==> src/rtl/pipeline_stall_ctrl.sv <==
// Stall/flush scheduler for the 5-stage pipeline: merges hazard, branch and
// SRAM-access stalls into per-stage register controls and counts stall cycles.
module pipeline_stall_ctrl #(
  parameter int TIMEOUT = 100,
  parameter int CNT_W   = 32
) (
  input  logic             clk,
  input  logic             rst,
  input  logic             hazard_detected,
  input  logic             branch_taken,
  input  logic             mem_r_en,
  input  logic             mem_w_en,
  input  logic             sram_ready,
  output logic             sram_start,
  output logic             mem_busy,
  output logic             freeze_pc,
  output logic             freeze_if_id,
  output logic             flush_if_id,
  output logic             flush_id_exe,
  output logic             freeze_back,
  output logic             mem_timeout,
  output logic [CNT_W-1:0] stall_cycles
);

  typedef enum logic [1:0] {
    ST_IDLE = 2'b00,
    ST_WAIT = 2'b01,
    ST_ERR  = 2'b10
  } state_t;

  localparam logic [7:0] TIMEOUT_C = 8'(TIMEOUT);

  state_t           state_r, state_nx_s;
  logic [7:0]       wait_cnt_r, wait_cnt_nx_s;
  logic             mem_timeout_r, timeout_set_s;
  logic [CNT_W-1:0] stall_cycles_r;
  logic             mem_req_s, mem_freeze_s, sram_start_s;
  logic             freeze_pc_s, freeze_if_id_s, flush_if_id_s, flush_id_exe_s, freeze_back_s;

  assign mem_req_s = mem_r_en | mem_w_en;

  // SRAM handshake next-state, watchdog count and memory-freeze request
  always_comb begin
    state_nx_s    = state_r;
    wait_cnt_nx_s = wait_cnt_r;
    sram_start_s  = 1'b0;
    mem_freeze_s  = 1'b0;
    timeout_set_s = 1'b0;
    case (state_r)
      ST_IDLE: begin
        if (mem_req_s) begin
          sram_start_s  = 1'b1;
          mem_freeze_s  = 1'b1;
          state_nx_s    = ST_WAIT;
          wait_cnt_nx_s = 8'd0;
        end else begin
          state_nx_s = ST_IDLE;
        end
      end
      ST_WAIT: begin
        if (sram_ready) begin
          state_nx_s = ST_IDLE;
        end else if (wait_cnt_r < TIMEOUT_C) begin
          mem_freeze_s  = 1'b1;
          wait_cnt_nx_s = wait_cnt_r + 8'd1;
        end else begin
          mem_freeze_s  = 1'b1;
          timeout_set_s = 1'b1;
          state_nx_s    = ST_ERR;
        end
      end
      ST_ERR: begin
        mem_freeze_s = 1'b1;
        state_nx_s   = ST_ERR;
      end
      default: begin
        state_nx_s = ST_IDLE;
      end
    endcase
  end

  // Per-stage controls: memory freeze beats branch flush beats hazard bubble
  always_comb begin
    freeze_pc_s    = 1'b0;
    freeze_if_id_s = 1'b0;
    flush_if_id_s  = 1'b0;
    flush_id_exe_s = 1'b0;
    freeze_back_s  = 1'b0;
    if (mem_freeze_s) begin
      freeze_pc_s    = 1'b1;
      freeze_if_id_s = 1'b1;
      freeze_back_s  = 1'b1;
    end else if (branch_taken) begin
      flush_if_id_s  = 1'b1;
      flush_id_exe_s = 1'b1;
    end else if (hazard_detected) begin
      freeze_pc_s    = 1'b1;
      freeze_if_id_s = 1'b1;
      flush_id_exe_s = 1'b1;
    end else begin
      freeze_pc_s = 1'b0;
    end
  end

  // FSM state, watchdog counter and sticky timeout flag
  always_ff @(posedge clk or negedge rst) begin
    if (!rst) begin
      state_r       <= ST_IDLE;
      wait_cnt_r    <= 8'd0;
      mem_timeout_r <= 1'b0;
    end else begin
      state_r       <= state_nx_s;
      wait_cnt_r    <= wait_cnt_nx_s;
      mem_timeout_r <= mem_timeout_r | timeout_set_s;
    end
  end

  // Saturating count of PC-hold cycles
  always_ff @(posedge clk or negedge rst) begin
    if (!rst) begin
      stall_cycles_r <= {CNT_W{1'b0}};
    end else if (freeze_pc_s && (stall_cycles_r != {CNT_W{1'b1}})) begin
      stall_cycles_r <= stall_cycles_r + CNT_W'(1'b1);
    end
  end

  assign sram_start   = sram_start_s;
  assign mem_busy     = (state_r == ST_WAIT);
  assign freeze_pc    = freeze_pc_s;
  assign freeze_if_id = freeze_if_id_s;
  assign flush_if_id  = flush_if_id_s;
  assign flush_id_exe = flush_id_exe_s;
  assign freeze_back  = freeze_back_s;
  assign mem_timeout  = mem_timeout_r;
  assign stall_cycles = stall_cycles_r;

endmodule

==> config.mk <==
export PLATFORM = sky130hd
export DESIGN_NAME = pipeline_stall_ctrl
export DESIGN_NICKNAME = d
export VERILOG_FILES = /design/src/rtl/pipeline_stall_ctrl.sv
export SDC_FILE = /design/constraint.sdc
export NUM_CORES = 1
export LEC_CHECK = 0
export ABC_CLOCK_PERIOD_IN_PS = 2600
export BUFFER_PORTS_ARGS = -buffer_cell sky130_fd_sc_hd__buf_2
export CORE_AREA = 2 2 79 99
export DETAILED_ROUTE_END_ITERATION = 8
export DIE_AREA = 0 0 81 101
export GPL_ROUTABILITY_DRIVEN = 0
export PLACE_DENSITY = 0.58
export SLEW_MARGIN = 20
export SYNTH_ARGS = -nofsm -noshare
export SYNTH_HDL_FRONTEND = slang
export SYNTH_SLANG_ARGS = --single-unit
==> constraint.sdc <==
create_clock -name clk -period 2.6 [get_ports clk]
set_clock_uncertainty 0.15 [all_clocks]
set_input_delay 0.13 -clock clk [delete_from_list [all_inputs] [get_ports clk]]
set_output_delay 0.13 -clock clk [all_outputs]
set_load 0.005 [all_outputs]
; Yosys cells after proc, flatten, opt, wreduce, memory -nomap -nowiden
; Cells that the tools add are included.
[totals]
ff_bits = 43
word_cells = 43
[op_classes]
addsub = 2
order_cmp = 1
n_eq_ne = 7
mux = 23
bitwise = 2
reduce_logical = 4
[op_table]
columns = operator, count
row1 = "32-bit by 1-bit adder with 32-bit output, second input constant", 1
row2 = "32-bit inequality test, second input constant", 1
row3 = 8-bit 2-to-1 mux, 3
row4 = 8-bit one-hot mux with 2 select lines, 1
row5 = 1-bit 2-to-1 mux, 15
row6 = "8-bit by 1-bit adder with 8-bit output, second input constant", 1
row7 = "8-bit by 7-bit < comparator with 1-bit output, second input constant", 1
row8 = 2-bit one-hot mux with 3 select lines, 1
row9 = 2-bit 2-to-1 mux, 2
row10 = "2-bit inequality test, second input constant", 2
row11 = 4-bit AND reduction, 1
row12 = "3-bit inequality test, second input constant", 1
row13 = 1-bit one-hot mux with 3 select lines, 1
row14 = "2-bit by 1-bit equality test with 1-bit output, second input constant", 1
row15 = "2-bit equality test, second input constant", 1
row16 = 2-bit zero test, 1
row17 = "2-bit by 1-bit inequality test with 1-bit output, second input constant", 1
row18 = 1-bit OR, 2
row19 = 2-bit nonzero test, 1
row20 = 1-bit logical AND, 1

; Logic depth before layout (Yosys ltp)
; Gate-level depths: netlist of run 1.
[logic_depth]
ltp_word = 5
mapped_depth = 8

; Least setup slack after synthesis of run 1
; No wires, ideal clock.
[synth_path]
path_type = register to register
from = reg stall_cycles_r[0] (netlist: stall_cycles[0])
to = reg stall_cycles_r[28] (netlist: stall_cycles[28])
arrival_ps = 1971
path_slack_ps = 400
path_stages_with_launch = 8
path_buffers = 1
period_less_slack_ps = 2200
cell_sequence = dfrtp_1 ha_1 nand3_1 or3_1 buf_2 or4_4 nor2_2 xor2_1
[synth_via]
elab_chain_len = 2
[synth_lines]
columns = element, line_no
row1 = "start, declared", 36  ; logic [CNT_W-1:0] stall_cycles_r;
row2 = "start signal, assigned", 121  ; stall_cycles_r <= {CNT_W{1'b0}};
row3 = "start signal, assigned", 123  ; stall_cycles_r <= stall_cycles_r + CNT_W'(1'b1);
row4 = branches (longest 2 deep; another with 32-bit by 1-bit adder with 32-bit output), -
; Parallel ways; which one is timed is not known.
; A chain may end at the register's enable or synchronous reset.

; Final worst setup path of run 1
; Ends and elaborated chain as after synthesis.

==> results by group, run 1 <==
Timing
  – Post-route setup TNS: 0 ns
  – Min setup slack post-route: 0.282 ns
  – WHS: 0.00711 ns
  – Fmax: 0.431 GHz
  – Worst-Margin Slew: 0.494 ns
  – RSZ-0062 raised after global routing: false
  – Fin. max-slew vios: 0
  – Final cycle utilization of the critical path: 89.2%
  – Setup-failing EPs final: 0
  – Hold Fails Final Rpt: 0
  – Fin crit period: 2.32 ns
  – Max_slew headroom: 66.6%

Clock network
  – Reg clk slew, reported paths: 0.08 ns
  – CTS tree: built
  – Clk sinks: 43
  – CTS Buf Count: 5
  – Resize count post-CTS: 0
  – Later-pin clock latency in the skew report: 0.29 ns
  – Clk root buf: clkbuf_8
  – Clock tree buffer depth: 2
  – H-tree depth: 2

Power
  – Clock power share: 25.3%
  – Net load switching power: 0.522 mW
  – Cell leakage power: 1.21 nW
  – Sw frac: 32.3%
  – Pwr dens: 632 nW/µm²
  – Max VDD drop: 0.202 mV
  – Final total power: 1.62 mW
  – Logic gate share of total power: 21.3%
  – Register share of total power: 53.4%
  – Cell internal pwr: 1.10 mW

Synthesis
  – Post-synthesis register bit count: 43
  – Syn avg cell area: 10.1 µm²
  – Primary FF master, synth: dfrtp_1
  – Register area share after synthesis: 50.9%
  – Mapped Cells: 210
  – Distinct cell type count after synthesis: 35
  – Ys async rst share: 100%
  – Synth Net Count: 219
  – Mapped Area: 2110 µm²
  – Post-synth EDFFs: 0
  – YS warnings: 0

Route
  – DR DRC count: 0
  – Antenna Nets Post-Route: 0
  – DRT iter0 DRCs: 97
  – Post-DR wirelength/cell: 13.2 µm
  – Drt via density: 4.77
  – TritonRoute pass-1 iters: 4
  – DR vias: 1695
  – DRT Wirelength: 4700 µm

Floorplan
  – Die area: 8180 µm²
  – Die width: 81 µm
  – I/O pins: 47
  – Core Rows: 35
  – DIE HEIGHT: 101 µm
  – Initial Util: 29.1%
  – Core area: 7270 µm²

Global routing
  – Vias in the first global route: 1579
  – Grt total ovfl: 0
  – First-pass GRT wire length: 7710 µm
  – Tot GR Track Use: 12.3%
  – Largest net degree at the start of global routing: 44
  – Antenna violations before repair: 0

Finish
  – Non-filler cells, final: 355
  – Filler cells: 776
  – Design area: 2560 µm²
  – Commonest non-fill, non-tap cell in the layout: buf_2
  – Commonest non-fill, non-tap cells in the layout: 46 x buf_2, 43 x dfrtp_1, 21 x nand3_1
  – Fraction of layout cells with a size suffix above 1: 24.3%
  – Area grow syn2layout: 21.1%
  – N_diodes: 0
  – Final nets: 271
  – Final core occ: 35.2%

Setup path
  – RR Endpoint: stall_cycles[28]
  – Worst reg2reg path startpoint: stall_cycles[0]
  – Nature of the critical path endpoint: register
  – Arr. time, crit path: 2.39 ns
  – Setup CP Type: reg2reg
  – Worst Path Max Fanout: 7
  – CP startpoint kind: register
  – Internal reg-to-reg setup slack: 0.28 ns
  – CP required: 2.67 ns
  – Worst Reg2Reg Path Length in Cells: 6

Job
  – Max Cap Viol: 0

Placed design
  – Dpl cell area: 2450 µm²
  – Dpl hpwl: 3460 µm
  – Dpl cells: 345
  – Dpl ws: 0.310 ns
  – Port buffer count: 46

Worst hold path
  – HP Start: sram_ready
  – Hold depth: 4
  – Min-delay worst type: in2reg
  – WHS Endpoint: mem_timeout

Status
  – Status: finished clean
repair_timing:
action                    CTS  global route
hold buffers                1             0
hold endpoints to repair   43             0
setup buffers               0             0
worst max path at each step:
| stage | startpoint | end | slack [ns] | depth (start not counted) |
|---|---|---|---|---|
| 2_1_floorplan | stall_cycles[0] | stall_cycles[28] | 0.40 | 7 |
| 3_5_place_dp | stall_cycles[0] | stall_cycles[28] | 0.31 | 6 |
| 4_1_cts | stall_cycles[0] | stall_cycles[28] | 0.28 | 6 |
| 6_report | stall_cycles[0] | stall_cycles[28] | 0.28 | 6 |
| 3_3_place_gp | stall_cycles[0] | stall_cycles[28] | 0.36 | 6 |
| 5_1_grt | stall_cycles[0] | stall_cycles[20] | 0.11 | 6 |
registers in the layout, indices dropped and copies added (netlist names):
register,cells
stall_cycles,32
wait_cnt_r,8
state_r,2
mem_timeout,1
layout make-up:
cell class              count  area [µm²]  share of cell area [%]
flip-flops and latches     43        1080                    42.0
repair buffers             50         275                    10.7
multi-input cells         158         998                    39.0
clock buffers               7        76.3                    2.98
well taps                  92         115                    4.49
clock inverters             1        5.00                   0.195
inverters                   4        15.0                   0.586
worst max-delay path, stage by stage, from the launching register on:
cell     delay (ns)
dfrtp_1        0.45
ha_1           0.25
nand3_1        0.11
or3_1          0.44
or4_4          0.58
nor2_2         0.13
xor2_1         0.14
metal layers:
layer	vias up	part of all wire, %	GRT usage, %
li1	854	-	-
met1	808	45	15.7
met2	27	49	19.8
met3	6	3.8	3.49
met4	0	1.6	4.30
met5	-	0	0
cells in the mapped netlist (3+ instances only):
| cell | number | area (µm²) |
|---|---|---|
| nand3_1 | 21 | 105 |
| nand2b_1 | 6 | 37.5 |
| nor4_1 | 3 | 18.8 |
| dfrtp_1 | 43 | 1080 |
| o21ai_0 | 7 | 35.0 |
| nor2b_1 | 5 | 31.3 |
| nand2_1 | 15 | 56.3 |
| nor3_1 | 12 | 60.1 |
| xnor2_1 | 16 | 140 |
| nor2_1 | 17 | 63.8 |
| xor2_1 | 15 | 131 |
| nand4_1 | 9 | 56.3 |
| inv_1 | 4 | 15.0 |
| and3_1 | 6 | 37.5 |
logic make-up after synthesis:
logic type,Yosys count,share of synthesized area (%)
and+or+nand+nor,106,27.2
muxes,1,0.533
buffers and inverters,9,1.89
DFF,43,50.9
xor gates and xnor gates,31,12.8
adders and majority gates,2,1.18
AOI/OAI and AO/OA,18,5.50
power by group through the flow:
stage	Clock [mW]	Combinational, mW	Sequential (mW)
5_1_grt	0.460	0.395	0.879
6_report	0.409	0.345	0.863
2_1_floorplan	0	0.212	0.849
3_5_place_dp	0	0.348	0.873
3_3_place_gp	0	0.346	0.868
4_1_cts	0.433	0.349	0.862
No activity file was read; power rests on OpenSTA's default activity.
==> run 2, diff against run 1 <==
Settings changed: CORE_AREA 2 2 79 99 to 2 2 58 74, CTS_BUF_LIST set to sky130_fd_sc_hd__clkbuf_2, DIE_AREA 0 0 81 101 to 0 0 60 76, GPL_TIMING_DRIVEN set to 0, PLACE_DENSITY 0.58 to 0.9.
==> results by group, run 2 (synthesis results as in run 1) <==
Setup path
  – Crit-path max cell delay: 0.49 ns (was 0.58 ns)
  – Worst Path Max Fanout: 10 (was 7)
  – Arr. time, crit path: 2.56 ns (was 2.39 ns)
  – Setup CP Type: reg2reg (unchanged)
  – CP startpoint kind: register (unchanged)
  – Crit-path cells: ha_1, nand3_1, or3_1, buf_2, o31ai_1, buf_2, nor3_1, xor2_1 (was ha_1, nand3_1, or3_1, or4_4, nor2_2, xor2_1)
  – Nature of the critical path endpoint: register (unchanged)
  – Crit path buf inv count: 2 (was 0)
  – Critical path launch point: stall_cycles[1] (was stall_cycles[0])
  – Top delay family on crit path: simple AND/OR/NAND/NOR gates (unchanged)
  – Crit-path most repeated cell: buf_2
  – Worst reg2reg path startpoint: stall_cycles[1] (was stall_cycles[0])
  – CP required: 2.76 ns (was 2.67 ns)
  – CP max stage cell: dfrtp_1 (was or4_4)

Global routing
  – Tot GR Track Use: 21.9% (was 12.3%)
  – Antenna violations before repair: 0 (unchanged)
  – Grt total ovfl: 0 (unchanged)
  – Vias in the first global route: 1762 (was 1579)
  – Largest net degree at the start of global routing: 44 (unchanged)
  – First-pass GRT wire length: 7740 µm (was 7710 µm)

Power
  – Pwr dens: 605 nW/µm² (was 632 nW/µm²)
  – Max VDD drop: 0.407 mV (was 0.202 mV)
  – Cell leakage power: 1.20 nW (was 1.21 nW)

Finish
  – Final nets: 274 (was 271)
  – Fraction of layout cells with a size suffix above 1: 24.8% (was 24.3%)
  – Area grow syn2layout: 17.0% (was 21.1%)
  – Max FFs per register: 32 (unchanged)
  – Commonest non-fill, non-tap cells in the layout: 48 x buf_2, 43 x dfrtp_1, 21 x nand3_1 (was 46 x buf_2, 43 x dfrtp_1, 21 x nand3_1)
  – Commonest non-fill, non-tap cell in the layout: buf_2 (unchanged)
  – Multi-input logic area: 998 µm² (unchanged)
  – Sequential Area: 1080 µm² (unchanged)
  – Non-filler cells, final: 322 (was 355)
  – N_diodes: 0 (unchanged)
  – Filler cells: 335 (was 776)

Floorplan
  – Initial Util: 53.7% (was 29.1%)
  – Core area: 3940 µm² (was 7270 µm²)
  – DIE HEIGHT: 76 µm (was 101 µm)
  – Die width: 60 µm (was 81 µm)
  – Core Rows: 26 (was 35)
  – I/O pins: 47 (unchanged)
  – Die area: 4560 µm² (was 8180 µm²)

Clock network
  – CTS Buf Count: 5 (unchanged)
  – Reg clk slew, reported paths: 0.20 ns (was 0.08 ns)
  – H-tree depth: 2 (unchanged)
  – Clk sinks: 43 (unchanged)
  – Clk root buf: clkbuf_2 (was clkbuf_8)
  – Clock tree buffer depth: 2 (unchanged)
  – Later-pin clock latency in the skew report: 0.42 ns (was 0.29 ns)
  – CTS tree: built (unchanged)

Route
  – Antenna Nets Post-Route: 0 (unchanged)
  – DRT iter0 DRCs: 69 (was 97)
  – TritonRoute pass-1 iters: 4 (unchanged)
  – Post-DR wirelength/cell: 13.7 µm (was 13.2 µm)
  – M1 WL: 1790 µm (was 2140 µm)
  – Metal3 WL: 232 µm (was 180 µm)
  – DRT Wirelength: 4430 µm (was 4700 µm)
  – DR DRC count: 0 (unchanged)
  – DR vias: 1754 (was 1695)
  – Drt via density: 5.45 (was 4.77)
  – Highest Signal Layer: met4 (unchanged)
  – Metal2 WL: 2330 µm (was 2310 µm)

Timing
  – Min setup slack post-route: 0.200 ns (was 0.282 ns)
  – WHS: 0.0365 ns (was 0.00711 ns)
  – Hold Fails Final Rpt: 0 (unchanged)
  – Post-route setup TNS: 0 ns (unchanged)
  – RSZ-0062 raised after global routing: false (unchanged)
  – Max_slew headroom: 38.5% (was 66.6%)
  – Final cycle utilization of the critical path: 92.3% (was 89.2%)
  – Fin. max-slew vios: 0 (unchanged)
  – Setup-failing EPs final: 0 (unchanged)
  – Worst-Margin Slew: 0.922 ns (was 0.494 ns)
  – Fmax: 0.417 GHz (was 0.431 GHz)
  – Fin crit period: 2.40 ns (was 2.32 ns)

Placed design
  – Dpl cells: 312 (was 345)
  – Dpl hpwl: 3280 µm (was 3460 µm)
  – Dpl ws: 0.252 ns (was 0.310 ns)
  – Port buffer count: 46 (unchanged)

Job
  – Max Cap Viol: 0 (unchanged)

Status
  – Status: finished clean (unchanged)

Worst hold path
  – HP Start: mem_r_en (was sram_ready)
  – Min-delay worst type: in2reg (unchanged)
[run 2: changes by cell type in the layout (fill, tap and decap cells not counted), sizes merged]
cell         previous run  this run
dlygate4sd3             1         2
clkbuf                  7         9
[run 2: worst min-delay path, cell delays in order]
cell and delay (ns):
buf_2 0.11, nor2_1 0.11, nor3_1 0.12, nor2_1 0.11
[run 2: final timing paths]
check	cells after the start	slack [ns]	to
hold reg to reg	1	0.34	stall_cycles[29]
setup reg to reg	8	0.20	stall_cycles[5]
hold / removal	4	0.04	wait_cnt_r[6]
min in group asynchronous	2	0.22	stall_cycles[22]
max in group asynchronous	2	1.51	stall_cycles[19]
setup / recovery	8	0.20	stall_cycles[5]
[run 2: what timing repair did]
action                                  4_1_cts  5_1_grt
hold endpoints to repair                     45        0
resized for setup                             0        0
hold buffers                                  2        0
buffers inserted                              0        0
endpoints found under the setup margin        0        0
[run 2: through the flow]
stage / util [%] / total power, mW / instance area (µm²)
finish: 62.9 / 1.50 / 2470
global route: 62.9 / 1.59 / 2470
CTS: 62.9 / 1.50 / 2470
detailed placement: 61.3 / 1.22 / 2410
global placement: 61.3 / 1.20 / 2410
floorplan: - / 1.06 / 2110
[run 2: layout make-up]
| type | count | area share (%) |
|---|---|---|
| Clock inverter | 1 | 0.202 |
| Multi-Input combinational cell | 158 | 40.3 |
| Tap cell | 56 | 2.83 |
| Buffer | 5 | 1.01 |
| Timing Repair Buffer | 48 | 10.1 |
| Inverter | 4 | 0.607 |
| Sequential cell | 43 | 43.5 |
| Clock buffer | 7 | 1.42 |
[run 2: power by group]
| part | internal (mW) | switching [mW] | total [mW] |
|---|---|---|---|
| sequential | 0.745 | 0.108 | 0.854 |
| combinational | 0.164 | 0.195 | 0.359 |
| clock | 0.0733 | 0.211 | 0.284 |
[run 2: per-layer routing]
| metal | vias to the layer above | global-route usage (%) |
|---|---|---|
| met4 | 0 | 9.78 |
| met2 | 41 | 33.9 |
| met1 | 856 | 27.9 |
| met3 | 8 | 6.11 |
| met5 | - | 0 |
| li1 | 849 | - |
